**src/rtl/hazard_control_unit_pkg.sv**
```systemverilog
// Shared encodings for the pipeline hazard/sequencing logic.
// Forwarding select codes and the sequencer FSM states.
package hazard_control_unit_pkg;

  localparam logic [1:0] FWD_REG   = 2'b00;
  localparam logic [1:0] FWD_EXMEM = 2'b01;
  localparam logic [1:0] FWD_MEMWB = 2'b10;

  typedef enum logic {
    ST_RUN     = 1'b0,
    ST_MD_WAIT = 1'b1
  } state_t;

endpackage

```
**src/rtl/hazard_control_unit_operand_forward_sel.sv**
```systemverilog
// Forwarding select for one EX operand: EX/MEM result beats MEM/WB, x0 never forwarded.
module operand_forward_sel
  import hazard_control_unit_pkg::*;
(
  input  logic [4:0] src_rs,
  input  logic [4:0] mem_rd,
  input  logic       mem_reg_write,
  input  logic [4:0] wb_rd,
  input  logic       wb_reg_write,
  output logic [1:0] sel
);

  always_comb begin
    sel = FWD_REG;
    if (mem_reg_write && (mem_rd != 5'd0) && (mem_rd == src_rs))
      sel = FWD_EXMEM;
    else if (wb_reg_write && (wb_rd != 5'd0) && (wb_rd == src_rs))
      sel = FWD_MEMWB;
  end

endmodule

```
**src/rtl/hazard_control_unit.sv**
```systemverilog
// Pipeline sequencer: stage enables/flushes for load-use, branches and multi-cycle
// MUL/DIV, operand forwarding selects, MUL/DIV timeout flag and a stall counter.
module hazard_control_unit
  import hazard_control_unit_pkg::*;
#(
  parameter int MD_TIMEOUT = 40,
  parameter int CNT_W      = 32
) (
  input  logic             CLK,
  input  logic             RESET,
  input  logic [4:0]       ID_RS1,
  input  logic [4:0]       ID_RS2,
  input  logic             ID_USE_RS1,
  input  logic             ID_USE_RS2,
  input  logic [4:0]       EX_RS1,
  input  logic [4:0]       EX_RS2,
  input  logic [4:0]       EX_RD,
  input  logic             EX_MEM_READ,
  input  logic             EX_MD_MULTI,
  input  logic             EX_BRANCH_TAKEN,
  input  logic [4:0]       MEM_RD,
  input  logic             MEM_REG_WRITE,
  input  logic [4:0]       WB_RD,
  input  logic             WB_REG_WRITE,
  input  logic             MD_DONE,
  output logic             PC_EN,
  output logic             IFID_EN,
  output logic             IDEX_EN,
  output logic             IFID_FLUSH,
  output logic             IDEX_FLUSH,
  output logic             EXMEM_BUBBLE,
  output logic             MD_START,
  output logic [1:0]       FWD_A,
  output logic [1:0]       FWD_B,
  output logic             MD_ERR,
  output logic [CNT_W-1:0] STALL_CNT
);

  localparam int TW = (MD_TIMEOUT > 2) ? $clog2(MD_TIMEOUT) : 1;
  localparam logic [TW-1:0] TIMEOUT_LAST = TW'(MD_TIMEOUT - 1);

  state_t        state, state_next;
  logic [TW-1:0] md_cnt;
  logic          cnt_clr, cnt_inc, set_err;
  logic          load_use, md_timeout;
  logic [1:0]    fwd_a_sel, fwd_b_sel;

  assign load_use = EX_MEM_READ && (EX_RD != 5'd0) &&
                    ((ID_USE_RS1 && (ID_RS1 == EX_RD)) ||
                     (ID_USE_RS2 && (ID_RS2 == EX_RD)));
  assign md_timeout = (md_cnt == TIMEOUT_LAST);

  always_ff @(posedge CLK or posedge RESET) begin
    if (RESET) begin
      state     <= ST_RUN;
      md_cnt    <= '0;
      MD_ERR    <= 1'b0;
      STALL_CNT <= '0;
    end else begin
      state <= state_next;
      if (cnt_clr)
        md_cnt <= '0;
      else if (cnt_inc)
        md_cnt <= md_cnt + TW'(1);
      if (set_err)
        MD_ERR <= 1'b1;
      if (!PC_EN && (STALL_CNT != '1))
        STALL_CNT <= STALL_CNT + CNT_W'(1);
    end
  end

  // Branch outranks the M-op start; load-use only matters when neither is present.
  always_comb begin
    state_next   = state;
    PC_EN        = 1'b1;
    IFID_EN      = 1'b1;
    IDEX_EN      = 1'b1;
    IFID_FLUSH   = 1'b0;
    IDEX_FLUSH   = 1'b0;
    EXMEM_BUBBLE = 1'b0;
    MD_START     = 1'b0;
    cnt_clr      = 1'b0;
    cnt_inc      = 1'b0;
    set_err      = 1'b0;
    if (RESET) begin
      PC_EN      = 1'b0;
      IFID_EN    = 1'b0;
      IDEX_EN    = 1'b0;
      IFID_FLUSH = 1'b1;
      IDEX_FLUSH = 1'b1;
    end else begin
      case (state)
        ST_RUN: begin
          if (EX_BRANCH_TAKEN) begin
            IFID_FLUSH = 1'b1;
            IDEX_FLUSH = 1'b1;
          end else if (EX_MD_MULTI) begin
            MD_START     = 1'b1;
            PC_EN        = 1'b0;
            IFID_EN      = 1'b0;
            IDEX_EN      = 1'b0;
            EXMEM_BUBBLE = 1'b1;
            cnt_clr      = 1'b1;
            state_next   = ST_MD_WAIT;
          end else if (load_use) begin
            PC_EN      = 1'b0;
            IFID_EN    = 1'b0;
            IDEX_FLUSH = 1'b1;
          end
        end
        ST_MD_WAIT: begin
          cnt_inc = 1'b1;
          if (MD_DONE || md_timeout) begin
            set_err    = !MD_DONE;
            state_next = ST_RUN;
          end else begin
            PC_EN        = 1'b0;
            IFID_EN      = 1'b0;
            IDEX_EN      = 1'b0;
            EXMEM_BUBBLE = 1'b1;
          end
        end
        default: state_next = ST_RUN;
      endcase
    end
  end

  operand_forward_sel u_fwd_a (
    .src_rs        (EX_RS1),
    .mem_rd        (MEM_RD),
    .mem_reg_write (MEM_REG_WRITE),
    .wb_rd         (WB_RD),
    .wb_reg_write  (WB_REG_WRITE),
    .sel           (fwd_a_sel)
  );

  operand_forward_sel u_fwd_b (
    .src_rs        (EX_RS2),
    .mem_rd        (MEM_RD),
    .mem_reg_write (MEM_REG_WRITE),
    .wb_rd         (WB_RD),
    .wb_reg_write  (WB_REG_WRITE),
    .sel           (fwd_b_sel)
  );

  assign FWD_A = RESET ? FWD_REG : fwd_a_sel;
  assign FWD_B = RESET ? FWD_REG : fwd_b_sel;

endmodule

```
**config.mk**
```make
export PLATFORM = sky130hd
export DESIGN_NAME = hazard_control_unit
export DESIGN_NICKNAME = d
export VERILOG_FILES = /design/src/rtl/hazard_control_unit_pkg.sv /design/src/rtl/hazard_control_unit_operand_forward_sel.sv /design/src/rtl/hazard_control_unit.sv
export SDC_FILE = /design/constraint.sdc
export NUM_CORES = 1
export LEC_CHECK = 0
export ABC_AREA = 1
export BUFFER_PORTS_ARGS = -buffer_cell sky130_fd_sc_hd__buf_2
export CAP_MARGIN = 30
export CORE_MARGIN = 10
export CORE_UTILIZATION = 25
export DETAILED_ROUTE_END_ITERATION = 10
export PLACE_DENSITY_LB_ADDON = 0.12
export SLEW_MARGIN = 10
export SYNTH_ARGS = -nofsm -noshare
export SYNTH_HDL_FRONTEND = slang
export SYNTH_SLANG_ARGS = --single-unit
```
**constraint.sdc**
```tcl
create_clock -name CLK -period 2.8 [get_ports CLK]
set_input_delay 0.42 -clock CLK [delete_from_list [all_inputs] [get_ports CLK]]
set_output_delay 0.42 -clock CLK [all_outputs]
set_load 0.02 [all_outputs]
```
After elaboration in Yosys (flattened, before gate mapping)
Index checks and enable logic that the tools add are counted.
{ "word_totals": {"regBits": 40, "inputBits": 45, "output_inout_bits": 44, "elab_cells": 72} }
{ "classes": {"addsub": 2, "eq_ne": 8, "mux": 38, "bitwise": 1, "n_reduce_logical": 19} }
{ "ops": {"columns": ["operator", "count"], "rows": [
  ["$add 32x1->32 const B", 1],
  ["$ne 32x32->1 const B", 1],
  ["$eq 5x5->1", 6],
  ["$mux 1", 27],
  ["$reduce_bool 5->1", 3],
  ["$mux 2", 6],
  ["$mux 6", 2],
  ["$logic_and 1x1->1", 11],
  ["$add 6x1->6 const B", 1],
  ["$eq 6x6->1 const B", 1],
  ["$pmux 1 s2", 3],
  ["$logic_not 1->1", 2],
  ["$logic_or 1x1->1", 2],
  ["$reduce_bool 2->1", 1],
  ["$not 1->1", 1]
]} }

Longest topological paths before layout
{ "logic_depth": {"word_depth": 11, "mapped_depth": 12, "depth_no_buf": 11} }

Cells and area by module
Synthesis repeated with hierarchy kept, for this count alone.
{ "hier_totals": {"cells_unflattened": 547, "hier_area_um2": 3319.4} }
{ "modules_own_cells": {"columns": ["mod", "n_inst", "cells_per_inst", "area_per_inst_um2", "seq_area_each_um2"], "rows": [
  ["hazard_control_unit", 1, 447, 2891.5, 1001.0],
  ["operand_forward_sel", 2, 50, 214.0, 0.0]
]} }

Worst setup path after synthesis
OpenSTA, ideal clock, no wires.
{ "synth_timing": {"path_type": "input to output", "startpoint": "input port RESET", "endpoint": "output port FWD_A[1]", "t_arrival_ns": 2.223, "t_required_ns": 2.380, "setup_slack_ns": 0.157, "cell_stages": 6, "n_path_buf": 1, "path_cell_list": "clkbuf_1 inv_1 o21ai_0 a21oi_1 nand3_1 nor2_1"} }
{ "synth_via": {"elab_chain_len": 1} }
{ "synth_rtl": {"columns": ["element", "line", "text"], "rows": [
  ["from (decl)", "hazard_control_unit.sv:10", "input logic RESET,"],
  ["$mux 2", "hazard_control_unit.sv:146", "assign FWD_A = RESET ? FWD_REG : fwd_a_sel;"],
  ["to (decl)", "hazard_control_unit.sv:33", "output logic [1:0] FWD_A,"]
]} }
Every way passes these cells.

Final worst setup path
{ "layout_timing": {"startpoint": "register md_cnt[0]", "endpoint": "output port IFID_EN"} }
{ "layout_via": {"elab_chain_len": 5} }
{ "layout_rtl": {"columns": ["element", "line", "text"], "rows": [
  ["from (decl)", "hazard_control_unit.sv:43", "logic [TW-1:0] md_cnt;"],
  ["from (signal assigned)", "hazard_control_unit.sv:64", "md_cnt <= md_cnt + TW'(1);"],
  ["$eq 6x6->1", "hazard_control_unit.sv:51", "assign md_timeout = (md_cnt == TIMEOUT_LAST);"],
  ["$logic_or 1x1->1", "hazard_control_unit.sv:113", "if (MD_DONE || md_timeout) begin"],
  ["$mux 1", "hazard_control_unit.sv:113", null],
  ["$pmux 1 s2", "hazard_control_unit.sv:92", "case (state)"],
  ["$mux 1", "hazard_control_unit.sv:85", "if (RESET) begin"],
  ["to (decl)", "hazard_control_unit.sv:27", "output logic IFID_EN,"]
]} }
Every way passes these cells.

==> out/results.ini <==
[power]
seq_power_share=0.399
switchingPower_mw=0.582
p_clk_frac=0.356
peakVddDrop_uv=234
swShare=0.321
p_int_mw=1.23
comb_power_share=0.245
leakage_nw=2.14
power.density_mw_per_mm2=460

[cts]
root_buffer=clkbuf_16
cts_tree=built
numCtsBuffers=5
clkTransAtPathRegs_ps=60
cts_resized=0
cts_max_path_buffers=2
cts.sinks=40
holdBufCountCts=0
ctsHtreeMaxLevel=2
cts_setup_buffers=0
clock_latency_ps=280

[synth]
yosysWarningCount=0
syn_avg_cell_area_sq_um=6.60
synth-async-reset-ratio=1.00
synth_area_leaders=dfrtp_1 31%, nand2_1 20%, nand3_1 8.0%
yosysTopAreaCellShare=0.314
synth_nets=530
yosysSeqAreaShare=0.314
synth_area_leader_cell=dfrtp_1
syn_inst=483
syn_area_sq_mm=0.00319
synth_cell_type_count=36
ys_ff_latch=40
synth_edf_count=0
netlist_top_cells_count=170 x nand2_1, 53 x inv_1, 53 x nor2_1
synth_most_common_cell=nand2_1
ys.flop_type=dfrtp_1

[timing]
setup_tns_ps=0
slew_violations=0
finalCritPeriodShare=0.842
fin_crit_ps=2360
rsz0062_at_grt=false
fin_skew_ps=4.68
timing_hold_violations_final=0
setup_viol=0
worstMarginPinSlew_ps=535
relSlewSlack=0.643
max_freq_mhz=424

[route]
wirelength_mm=9.83
avgViaCountPerCell=4.31
drt_pass1_iterations=4
ant_nets=0
drc=0
routedWlPerCell_um=13.2
drt_iter0_markers=140
vias=3203

[final_layout]
postLayoutCellArea_sq_mm=0.00394
nets=617
layout-drive-gt1-share=0.205
fillCellCount=1394
layout-area-overhead-vs-synth_pct=23.7
n_antenna_cell=0

[worst_setup_path]
crit_fanout=15
crit_chain=ha_1, nand4_1, nand3_1, nand2_1, nor2_2, nand2_2, inv_1, buf_2
cp.arrival_ps=1940
endpoint_kind=output pin
worst_r2r_path_depth=9
crit_cells=8
start_kind=flop
slowest_delay_ps=390
cp_num_buf_inv=2
worstSetupPathType=flop to output pin
crit_family=simple AND/OR/NAND/NOR gates
cpMaxStageDelayCell=dfrtp_1
crit_required_ps=2380

[global_routing]
grt_usage=0.109
grt_pass1_wl_mm=16.3
overflow=0
antenna_found_initial=0
grt_max_degree=41
first_global_vias=3211

[die]
io_pins=89
core_area_sq_mm=0.0126
core.rowCount=41
die-area_sq_mm=0.0177
die_w_um=133
die_y_um=133
start_util=0.253

[flow_run]
drv_cap=0

[placement]
dp_hpwl_mm=8.10
placed_area_sq_mm=0.00378
gp_congestion=0.838
portBuffers=88

[status]
status=completed

[worst_hold_path]
hold_class=primary input to asynchronous set/reset pin

## registers in the layout, summed over array words and instances, names as in the netlist
signal and count:
MD_ERR 1, STALL_CNT 32, md_cnt 6, state 1
## tightest hold or removal path, cell delays in order
cell	delay (ps)
buf_2	160
clkinv_1	80
buf_4	450
## routing by layer
layer,GRT usage,vias to the layer above,share of wire
li1,-,1691,-
met1,0.137,1465,0.47
met2,0.188,41,0.49
met3,0.0212,6,0.030
met4,0.0244,0,0.0073
met5,0,-,0
## layout make-up
type	count	area, sq um	share of cell area
clock buffers	6	129	0.0327
clock inverters	2	35.0	0.00889
inverters	59	221	0.0562
multi-input cells	374	1880	0.478
flip-flops and latches	40	1000	0.254
well taps	172	215	0.0546
repair buffers	90	455	0.116
## power by group through the flow
stage / clock network (mW) / registers (mW) / logic, mW
CTS: 0.670 / 0.725 / 0.454
floorplan: 0 / 0.758 / 0.281
global placement: 0 / 0.733 / 0.449
global route: 0.692 / 0.737 / 0.500
finish: 0.646 / 0.724 / 0.444
detailed placement: 0 / 0.734 / 0.452
## path summary, 6_finish.rpt
path	startpoint	end	slack, ps
max reg2reg	STALL_CNT[0]$_DFFE_PP0P_	STALL_CNT[8]$_DFFE_PP0P_	780
min in group CLK	MD_DONE	MD_ERR$_DFFE_PP0P_	420
min	RESET	md_cnt[5]$_DFFE_PP0P_	390
min reg2reg	MD_ERR$_DFFE_PP0P_	MD_ERR$_DFFE_PP0P_	490
max	md_cnt[0]$_DFFE_PP0P_	IFID_EN	440
max in group asynchronous	RESET	STALL_CNT[21]$_DFFE_PP0P_	2050
## cells by family after synthesis
group / after synthesis / share of synthesized area
xor gates and xnor gates: 43 / 0.118
buffers and inverters: 69 / 0.0943
AOI/OAI and AO/OA: 20 / 0.0373
and+or+nand+nor: 309 / 0.428
adders and majority gates: 2 / 0.00785
DFF: 40 / 0.314
## layout by cell type (no fill, tap or decap), types with 6 or more instances in the layout
| cell type | Yosys | layout |
|---|---|---|
| nand2_1 | 170 | 170 |
| buf_2 | 3 | 88 |
| nor2_1 | 53 | 53 |
| inv_1 | 53 | 52 |
| nand3_1 | 51 | 51 |
| dfrtp_1 | 40 | 40 |
| xor2_1 | 26 | 26 |
| xnor2_1 | 17 | 17 |
| o21ai_0 | 8 | 8 |
| nand4_1 | 7 | 7 |
| inv_2 | 6 | 6 |
| nor3_1 | 6 | 6 |
| a21oi_1 | 6 | 6 |
## per-stage QoR
stage / setup slack [ps] / cells / power, mW / hold WS (ps) / util
floorplan: 157 / 483 / 1.04 / 485 / -
global placement: 686 / 735 / 1.18 / 476 / 0.301
finish: 441 / 743 / 1.81 / 386 / 0.314
detailed placement: 697 / 735 / 1.19 / 483 / 0.301
CTS: 392 / 743 / 1.85 / 418 / 0.314
global route: 241 / 743 / 1.93 / 446 / 0.314
No activity file was read; power rests on OpenSTA's default activity.
